--- config.mk ---
export PLATFORM = sky130hd
export DESIGN_NAME = lsu
export DESIGN_NICKNAME = d
export VERILOG_FILES = /design/src/rtl/lsu_pkg.sv /design/src/rtl/lsu_lane.sv /design/src/rtl/lsu.sv
export SDC_FILE = /design/constraint.sdc
export NUM_CORES = 1
export LEC_CHECK = 0
export CORE_ASPECT_RATIO = 1.25
export CORE_MARGIN = 3
export CORE_UTILIZATION = 48
export DETAILED_ROUTE_END_ITERATION = 10
export HOLD_SLACK_MARGIN = 0.08
export PLACE_DENSITY = 0.82
export SLEW_MARGIN = 30
export SYNTH_ARGS = -nofsm -noshare
export SYNTH_HDL_FRONTEND = slang
export SYNTH_SLANG_ARGS = --single-unit
--- constraint.sdc ---
create_clock -name clk -period 5 [get_ports clk]
set_input_delay 0.75 -clock clk [delete_from_list [all_inputs] [get_ports clk]]
set_output_delay 0.75 -clock clk [all_outputs]
set_load 0.01 [all_outputs]
--- src/rtl/lsu_pkg.sv ---
// lsu_pkg: shared size encodings, FSM state type and default memory depth for the load/store unit
package lsu_pkg;
  localparam logic [1:0] SZ_B = 2'b00;
  localparam logic [1:0] SZ_H = 2'b01;
  localparam logic [1:0] SZ_W = 2'b10;
  localparam int DEPTH_WORDS_DEF = 128;
  typedef enum logic [2:0] {IDLE, LOAD, RMW_RD, WRITE, DONE} state_t;
endpackage

--- src/rtl/lsu_lane.sv ---
// lsu_lane: little-endian lane extract/extend (merge_sel=0) or sub-word merge (merge_sel=1); ports word/wdata in, offset/size/uns select lane, y out
module lsu_lane
  import lsu_pkg::*;
(
  input  logic [31:0] word,
  input  logic [31:0] wdata,
  input  logic [1:0]  offset,
  input  logic [1:0]  size,
  input  logic        uns,
  input  logic        merge_sel,
  output logic [31:0] y
);
  logic [7:0]  b;
  logic [15:0] h;
  logic [31:0] ext, mrg;
  always_comb begin
    b = word[{offset, 3'b000} +: 8];
    h = offset[1] ? word[31:16] : word[15:0];
    ext = size == SZ_B ? {{24{b[7] & ~uns}}, b} : size == SZ_H ? {{16{h[15] & ~uns}}, h} : word;
    mrg = word;
    if (size == SZ_B) mrg[{offset, 3'b000} +: 8] = wdata[7:0];
    else if (size == SZ_H) mrg[{offset[1], 4'b0000} +: 16] = wdata[15:0];
    else mrg = wdata;
    y = merge_sel ? mrg : ext;
  end
endmodule

--- src/rtl/lsu.sv ---
// lsu: byte-addressed load/store unit in front of a word-indexed memory; req_* in, resp_* out, mem_* drive the memory data port
module lsu
  import lsu_pkg::*;
#(
  parameter int DEPTH_WORDS = DEPTH_WORDS_DEF
) (
  input  logic        clk,
  input  logic        rst,
  input  logic        req_valid,
  output logic        req_ready,
  input  logic        req_wen,
  input  logic [31:0] req_addr,
  input  logic [1:0]  req_size,
  input  logic        req_unsigned,
  input  logic [31:0] req_wdata,
  output logic        resp_valid,
  output logic        resp_err,
  output logic [31:0] resp_rdata,
  output logic [31:0] mem_raddr,
  input  logic [31:0] mem_rdata,
  output logic [31:0] mem_waddr,
  output logic [31:0] mem_wdata,
  output logic        mem_wen
);
  state_t st, st_n;
  logic [31:0] r_addr, r_wdata, merge_q, rdata_q, ext, mrg;
  logic [1:0]  r_size;
  logic        r_uns, r_err, acc_err;
  assign acc_err = req_size == 2'b11 || (req_size == SZ_H && req_addr[0]) ||
                   (req_size == SZ_W && req_addr[1:0] != 2'b00) ||
                   {2'b00, req_addr[31:2]} >= 32'(DEPTH_WORDS);
  assign req_ready  = st == IDLE;
  assign mem_wen    = st == WRITE;
  assign resp_valid = st == DONE;
  assign resp_err   = resp_valid & r_err;
  assign resp_rdata = rdata_q;
  assign mem_raddr  = {2'b00, r_addr[31:2]};
  assign mem_waddr  = {2'b00, r_addr[31:2]};
  assign mem_wdata  = r_size == SZ_W ? r_wdata : merge_q;
  lsu_lane u_ext (.word(mem_rdata), .wdata(r_wdata), .offset(r_addr[1:0]), .size(r_size),
                  .uns(r_uns), .merge_sel(1'b0), .y(ext));
  lsu_lane u_mrg (.word(mem_rdata), .wdata(r_wdata), .offset(r_addr[1:0]), .size(r_size),
                  .uns(r_uns), .merge_sel(1'b1), .y(mrg));
  always_comb begin
    st_n = st == IDLE   ? (!req_valid ? IDLE : acc_err ? DONE : !req_wen ? LOAD :
                           req_size == SZ_W ? WRITE : RMW_RD) :
           st == LOAD   ? DONE :
           st == RMW_RD ? WRITE :
           st == WRITE  ? DONE : IDLE;
  end
  always_ff @(posedge clk or posedge rst) begin
    if (rst) begin
      st      <= IDLE;
      r_addr  <= '0;
      r_wdata <= '0;
      r_size  <= '0;
      r_uns   <= 1'b0;
      r_err   <= 1'b0;
      merge_q <= '0;
      rdata_q <= '0;
    end else begin
      st <= st_n;
      if (req_valid && req_ready) begin
        r_addr  <= req_addr;
        r_wdata <= req_wdata;
        r_size  <= req_size;
        r_uns   <= req_unsigned;
        r_err   <= acc_err;
        rdata_q <= '0;
      end
      if (st == LOAD) rdata_q <= ext;
      if (st == RMW_RD) merge_q <= mrg;
    end
  end
endmodule

==> results of run 1 <==
## worst max-delay path: cells and delay by family, from the launching register on
kind / cells / cell delay, ns
multiplexers: 1 / 0.42
flip-flops: 1 / 0.59
AND/OR/NAND/NOR: 1 / 0.19
buffers and inverters: 2 / 0.79
## where the power goes
| group | total (uW) | leakage [uW] | internal [uW] | switching (uW) |
|---|---|---|---|---|
| Sequential | 1290 | 0.00156 | 1170 | 113 |
| Combinational | 823 | 0.00236 | 433 | 390 |
| Clock | 1230 | 0.000277 | 755 | 471 |
## stage by stage
step                total power [uW]  hold WS (ns)  utilization, %  setup WS (ns)  area [um2]
detailed placement              2120         0.463            61.1           2.08        9560
global placement                2090         0.458            61.0           1.89        9540
floorplan                       1810         0.443               -          0.639        7700
finish                          3340         0.473            65.0           1.84       10200
global route                    3470         0.497            65.0           1.75       10200
CTS                             3340         0.477            64.8           1.87       10100
## per-layer routing
layer	wire (um)	share of wire (%)	track usage, %
met1	9230	39	33.8
met2	11400	48	43.7
met3	2070	8.7	6.35
met4	918	3.9	11.8
met5	0	0	0
## state kept, by name (all words and copies together) (netlist names)
register,flops
merge_q,32
r_addr,32
r_size,2
r_wdata,32
resp_rdata,32
r_err,1
r_uns,1
st,3
## cell usage after synthesis (8+ instances only)
library cell / count / area [um2]
nand2_1: 100 / 375
buf_2: 25 / 125
clkbuf_1: 11 / 41.3
o21ai_2: 10 / 87.6
dfrtp_1: 135 / 3380
nor2_1: 14 / 52.6
buf_4: 67 / 503
o21ai_1: 17 / 85.1
o21ai_0: 14 / 70.1
inv_1: 8 / 30.0
a22o_1: 11 / 96.3
o211ai_1: 9 / 67.6
a31oi_1: 8 / 50.1
nand4_1: 9 / 56.3
nand3_1: 22 / 110
mux2_2: 38 / 428
mux2_1: 63 / 709
a221oi_1: 25 / 219
a21oi_1: 25 / 125
mux2i_1: 26 / 260
## final cells by class
type	instances	area (um2)
sequential	135	3380
timing repair buffer	241	2400
fill	1233	5470
multi-input combinational	471	3510
tap	212	265
clock buffer	23	468
inverter	9	38.8
clock inverter	9	100
## cells by family (layout without fill, tap and decap cells)
logic type / count (synthesis) / after routing
AND/OR/NAND/NOR: 174 / 174
AO/OA/AOI/OAI: 160 / 160
flip-flops: 135 / 135
multiplexers: 128 / 128
buffers and inverters: 126 / 282
adder cells (fa/ha/maj): 5 / 5
other: 1 / 4
## worst paths after layout
kind,end,slack [ns],cells past startpoint
worst max-delay path,mem_wdata[30],1.84,4
worst min-delay path,resp_rdata[20],0.47,2
worst max register to register,merge_q[27],2.03,5
worst min register to register,resp_rdata[20],0.47,2
max in group asynchronous,resp_rdata[28],3.25,3
min in group asynchronous,merge_q[29],0.82,2
==> results.ini, run 1 <==
[clock_tree]
clock_latency_ns = 0.42
cts_root_buf = clkbuf_16
clock_path_buffers = 2
cts_hold_buf = 0
ctsHtreeMaxLevel = 4
clock-sinks = 135
cts_setup_buffers = 0
cts_resized = 0
cts.reportedPaths.clkPinSlew_ns = 0.06
cts_made_buffers = 17
cts_tree = yes

[min_path]
hp-start = resp_rdata[20]
min_path_type = reg -> reg

[global_route]
grt.overflow.total = 0
grt_max_degree = 74
grt_pass1_vias = 6414
grt_pass1_wl_mm = 36.7
antenna_found_initial = 0
track_usage_pct = 26.7

[floorplan]
fp.dieArea_um2 = 17600
initial_utilization_pct = 49.2
ios = 235
dieHeight_um = 148
die_width_um = 119
fp.coreArea_um2 = 15600
num_rows = 51

[routing]
routed_via_density = 5.91
drt_iter0_markers = 603
drcViolationCount = 0
wl_per_cell_um = 21.5
firstDrtPassIters = 5
routed_wl_mm = 23.6
routed-via-count = 6503
drtAntennaViolNets = 0

[yosys]
yosys_warnings = 0
synth_compound_gate_area_share_pct = 15.0
muxShareOfSynthArea_pct = 18.5
synth_top_family_by_area = multiplexers
synthXorXnorAreaFrac_pct = 0
synthFlopType = dfrtp_1
synth-simple-area-share_pct = 10.6
ys_ff_latch = 135
ys_types = 52
syn_inst = 729
synthesis.area_um2 = 7690
synth_fa_ha_area_share_pct = 0.813
synth_edf_count = 0
syn_avg_cell_area_um2 = 10.6
seq_area_frac_synth_pct = 43.9
async_flop_share_pct = 100

[timing]
rsz0062_at_grt = false
setup_tns_ns = 0
finClkSkew_ns = 0.00650
fmaxAchievable_mhz = 316
relSlewSlack_pct = 40.4
finalHoldViolCount = 0
finalCritPeriodShare_pct = 63.3
tightest_slew_ns = 0.894
slew_viol_final = 0
setup_viol = 0
min_period_ns = 3.16

[worst_setup_path]
cp_data_required_time_ns = 4.25
timing.rr.start = r_addr[0]
slowest_delay_ns = 0.59
arrival_ns = 2.41
slowest_stage = dfrtp_1
cp-end-kind = output pin
path_cells = nand2b_1, buf_4, mux2_2, clkdlybuf4s50_1
path_class = reg -> out
worstPathMaxFanout = 20
crit_path_start = r_size[0]
cp-start-kind = flop

[cells_and_area]
area_growth_pct = 32.2
layout.nets = 983
num_antenna_cells = 0
final_common_cell = clkdlybuf4s50_1
final_cell_mix = clkdlybuf4s50_1, dfrtp_1, nand2_1
final_cells = 1100
drive_above_1_share_pct = 12.0

[placed_design]
io_buffers = 230
dp_cells = 1067
dp_hpwl_mm = 16.9
gp_congestion = 0.910

[power_and_ir_drop]
p_leak_uw = 0.00420
peakVddDrop_mv = 0.187
power_density_nw_per_um2 = 328

[run]
drv_cap = 0

[status]
status = completed

Note: power is estimated with default switching activity, not from simulation.
==> inputs of run 2 (changes only) <==
CORE_UTILIZATION = 43   (was 48)
PLACE_DENSITY = 0.77   (was 0.82)
clock period = 2.8 ns   (was 5 ns; I/O delays follow)
==> results.ini, run 2 (synthesis gave the netlist of run 1 again) <==
[cells_and_area]
final_common_cell = clkdlybuf4s50_1
area_growth_pct = 33.7
nFillCells = 1456
layout.nets = 997
final_area_um2 = 10300
final_cell_mix = clkdlybuf4s50_1, dfrtp_1, nand2_1
num_antenna_cells = 0
drive_above_1_share_pct = 12.9

[worst_setup_path]
slowest_stage = clkdlybuf4s50_1
worstPathMaxFanout = 32
cp-end-kind = output pin
path_class = reg -> out
timing.rr.start = r_addr[0]
cp_data_required_time_ns = 2.38
reg2reg_to = merge_q[24]
regToRegSetupSlack_ns = 0.58
path_cells = nand2b_1, buf_4, mux2_2, clkdlybuf4s50_1
arrival_ns = 2.18
cp-start-kind = flop
slowest_delay_ns = 0.53
ff2ff_path_depth = 7

[run]
drv_cap = 0

[power_and_ir_drop]
power_switching_uw = 1710
combPwrFrac_pct = 25.1
peakVddDrop_mv = 0.406
p_clk_share_pct = 37.2
seq_power_share_pct = 37.7
total_power_uw = 6020
power_density_nw_per_um2 = 585
p_leak_uw = 0.00427
intPower_uw = 4300
switching_share_pct = 28.5

[floorplan]
fp.dieArea_um2 = 19500
fp.coreArea_um2 = 17500
dieHeight_um = 156
num_rows = 54
ios = 235
die_width_um = 126
initial_utilization_pct = 44.0

[global_route]
grt_pass1_wl_mm = 36.0
grt.overflow.total = 0
antenna_found_initial = 0
track_usage_pct = 23.6
grt_max_degree = 80
grt_pass1_vias = 6351

[routing]
m1WireLength_mm = 9.29
routed_wl_mm = 23.4
wl_met3_mm = 1.88
drcViolationCount = 0
firstDrtPassIters = 6
top_layer = met4
routed_via_density = 5.74
drt_iter0_markers = 536
wl_per_cell_um = 20.8
drtAntennaViolNets = 0
met2RoutedLength_mm = 11.1
routed-via-count = 6451

[placed_design]
gp_congestion = 0.924
io_buffers = 230
dp_hpwl_mm = 17.0
placed_area_um2 = 9700

[timing]
setup_tns_ns = 0
whs_ns = 0.463
finalHoldViolCount = 0
tightest_slew_ns = 0.728
min_period_ns = 2.60
rsz0062_at_grt = false
relSlewSlack_pct = 51.4
finClkSkew_ns = 0.00647
setup_viol = 0
finalCritPeriodShare_pct = 92.8
slew_viol_final = 0
fmaxAchievable_mhz = 385

[clock_tree]
cts_tree = yes
cts_setup_buffers = 0
ctsHtreeMaxLevel = 4
clock-sinks = 135
clock_latency_ns = 0.42
cts_made_buffers = 17
cts_hold_buf = 0
cts_resized = 0
cts.reportedPaths.clkPinSlew_ns = 0.06
clock_path_buffers = 2
cts_root_buf = clkbuf_16

[min_path]
min_path_type = in -> async

[status]
status = completed

==> run 2: cell types whose count changed in the layout (fill, tap and decap cells not counted), sizes merged <==
| cell | delta |
|---|---|
| clkinv | -1 |
| inv | -1 |
| buf | +14 |
| clkbuf | -1 |
| bufinv | +1 |
==> run 2: power groups by stage <==
stage | Sequential [uW] | Combinational, uW | Clock, uW
floorplan | 2220 | 1020 | 0
CTS | 2260 | 1520 | 2280
finish | 2270 | 1510 | 2240
detailed placement | 2300 | 1510 | 0
global route | 2290 | 1610 | 2360
global placement | 2290 | 1490 | 0
==> run 2: layer usage <==
metal	GRT usage, %	up-vias
li1	-	2910
met1	29.9	3121
met2	38.0	355
met3	5.27	65
met5	0	-
met4	12.3	0
==> run 2: worst max-delay path by stage <==
stage                             start             end  slack, ns  depth (start not counted)
final                         r_size[1]   mem_wdata[17]       0.20                          4
after floorplan               r_addr[1]     merge_q[22]       0.67                          9
after CTS                     r_size[1]   mem_wdata[17]       0.16                          4
after global placement    mem_rdata[31]  resp_rdata[25]       0.51                          5
after detailed placement  mem_rdata[31]  resp_rdata[24]       0.47                          5
after global routing          r_size[1]   mem_wdata[17]       0.11                          4
==> run 2: metrics by stage <==
step | instances | worst slack, ns | utilization [%]
after floorplan | 732 | 0.668 | -
after global placement | 1094 | 0.512 | 55.4
after detailed placement | 1094 | 0.466 | 55.4
after CTS | 1124 | 0.160 | 58.8
after global routing | 1124 | 0.106 | 58.8
final | 1124 | 0.203 | 58.8
==> run 2: cell type report <==
cell class	instances	area (um2)	share of cell area, %
Timing Repair Buffer	255	2530	24.6
Sequential cell	135	3380	32.9
Inverter	9	37.5	0.365
Tap cell	224	280	2.73
Multi-Input combinational cell	471	3480	33.8
Clock inverter	8	125	1.22
Clock buffer	22	454	4.42
==> run 2: worst max-delay path: cells and delay by family (launching register included) <==
| family | cells | cell delay, ns |
|---|---|---|
| buffers and inverters | 2 | 0.89 |
| flip-flops | 1 | 0.38 |
| multiplexers | 1 | 0.41 |
| AND/OR/NAND/NOR | 1 | 0.07 |
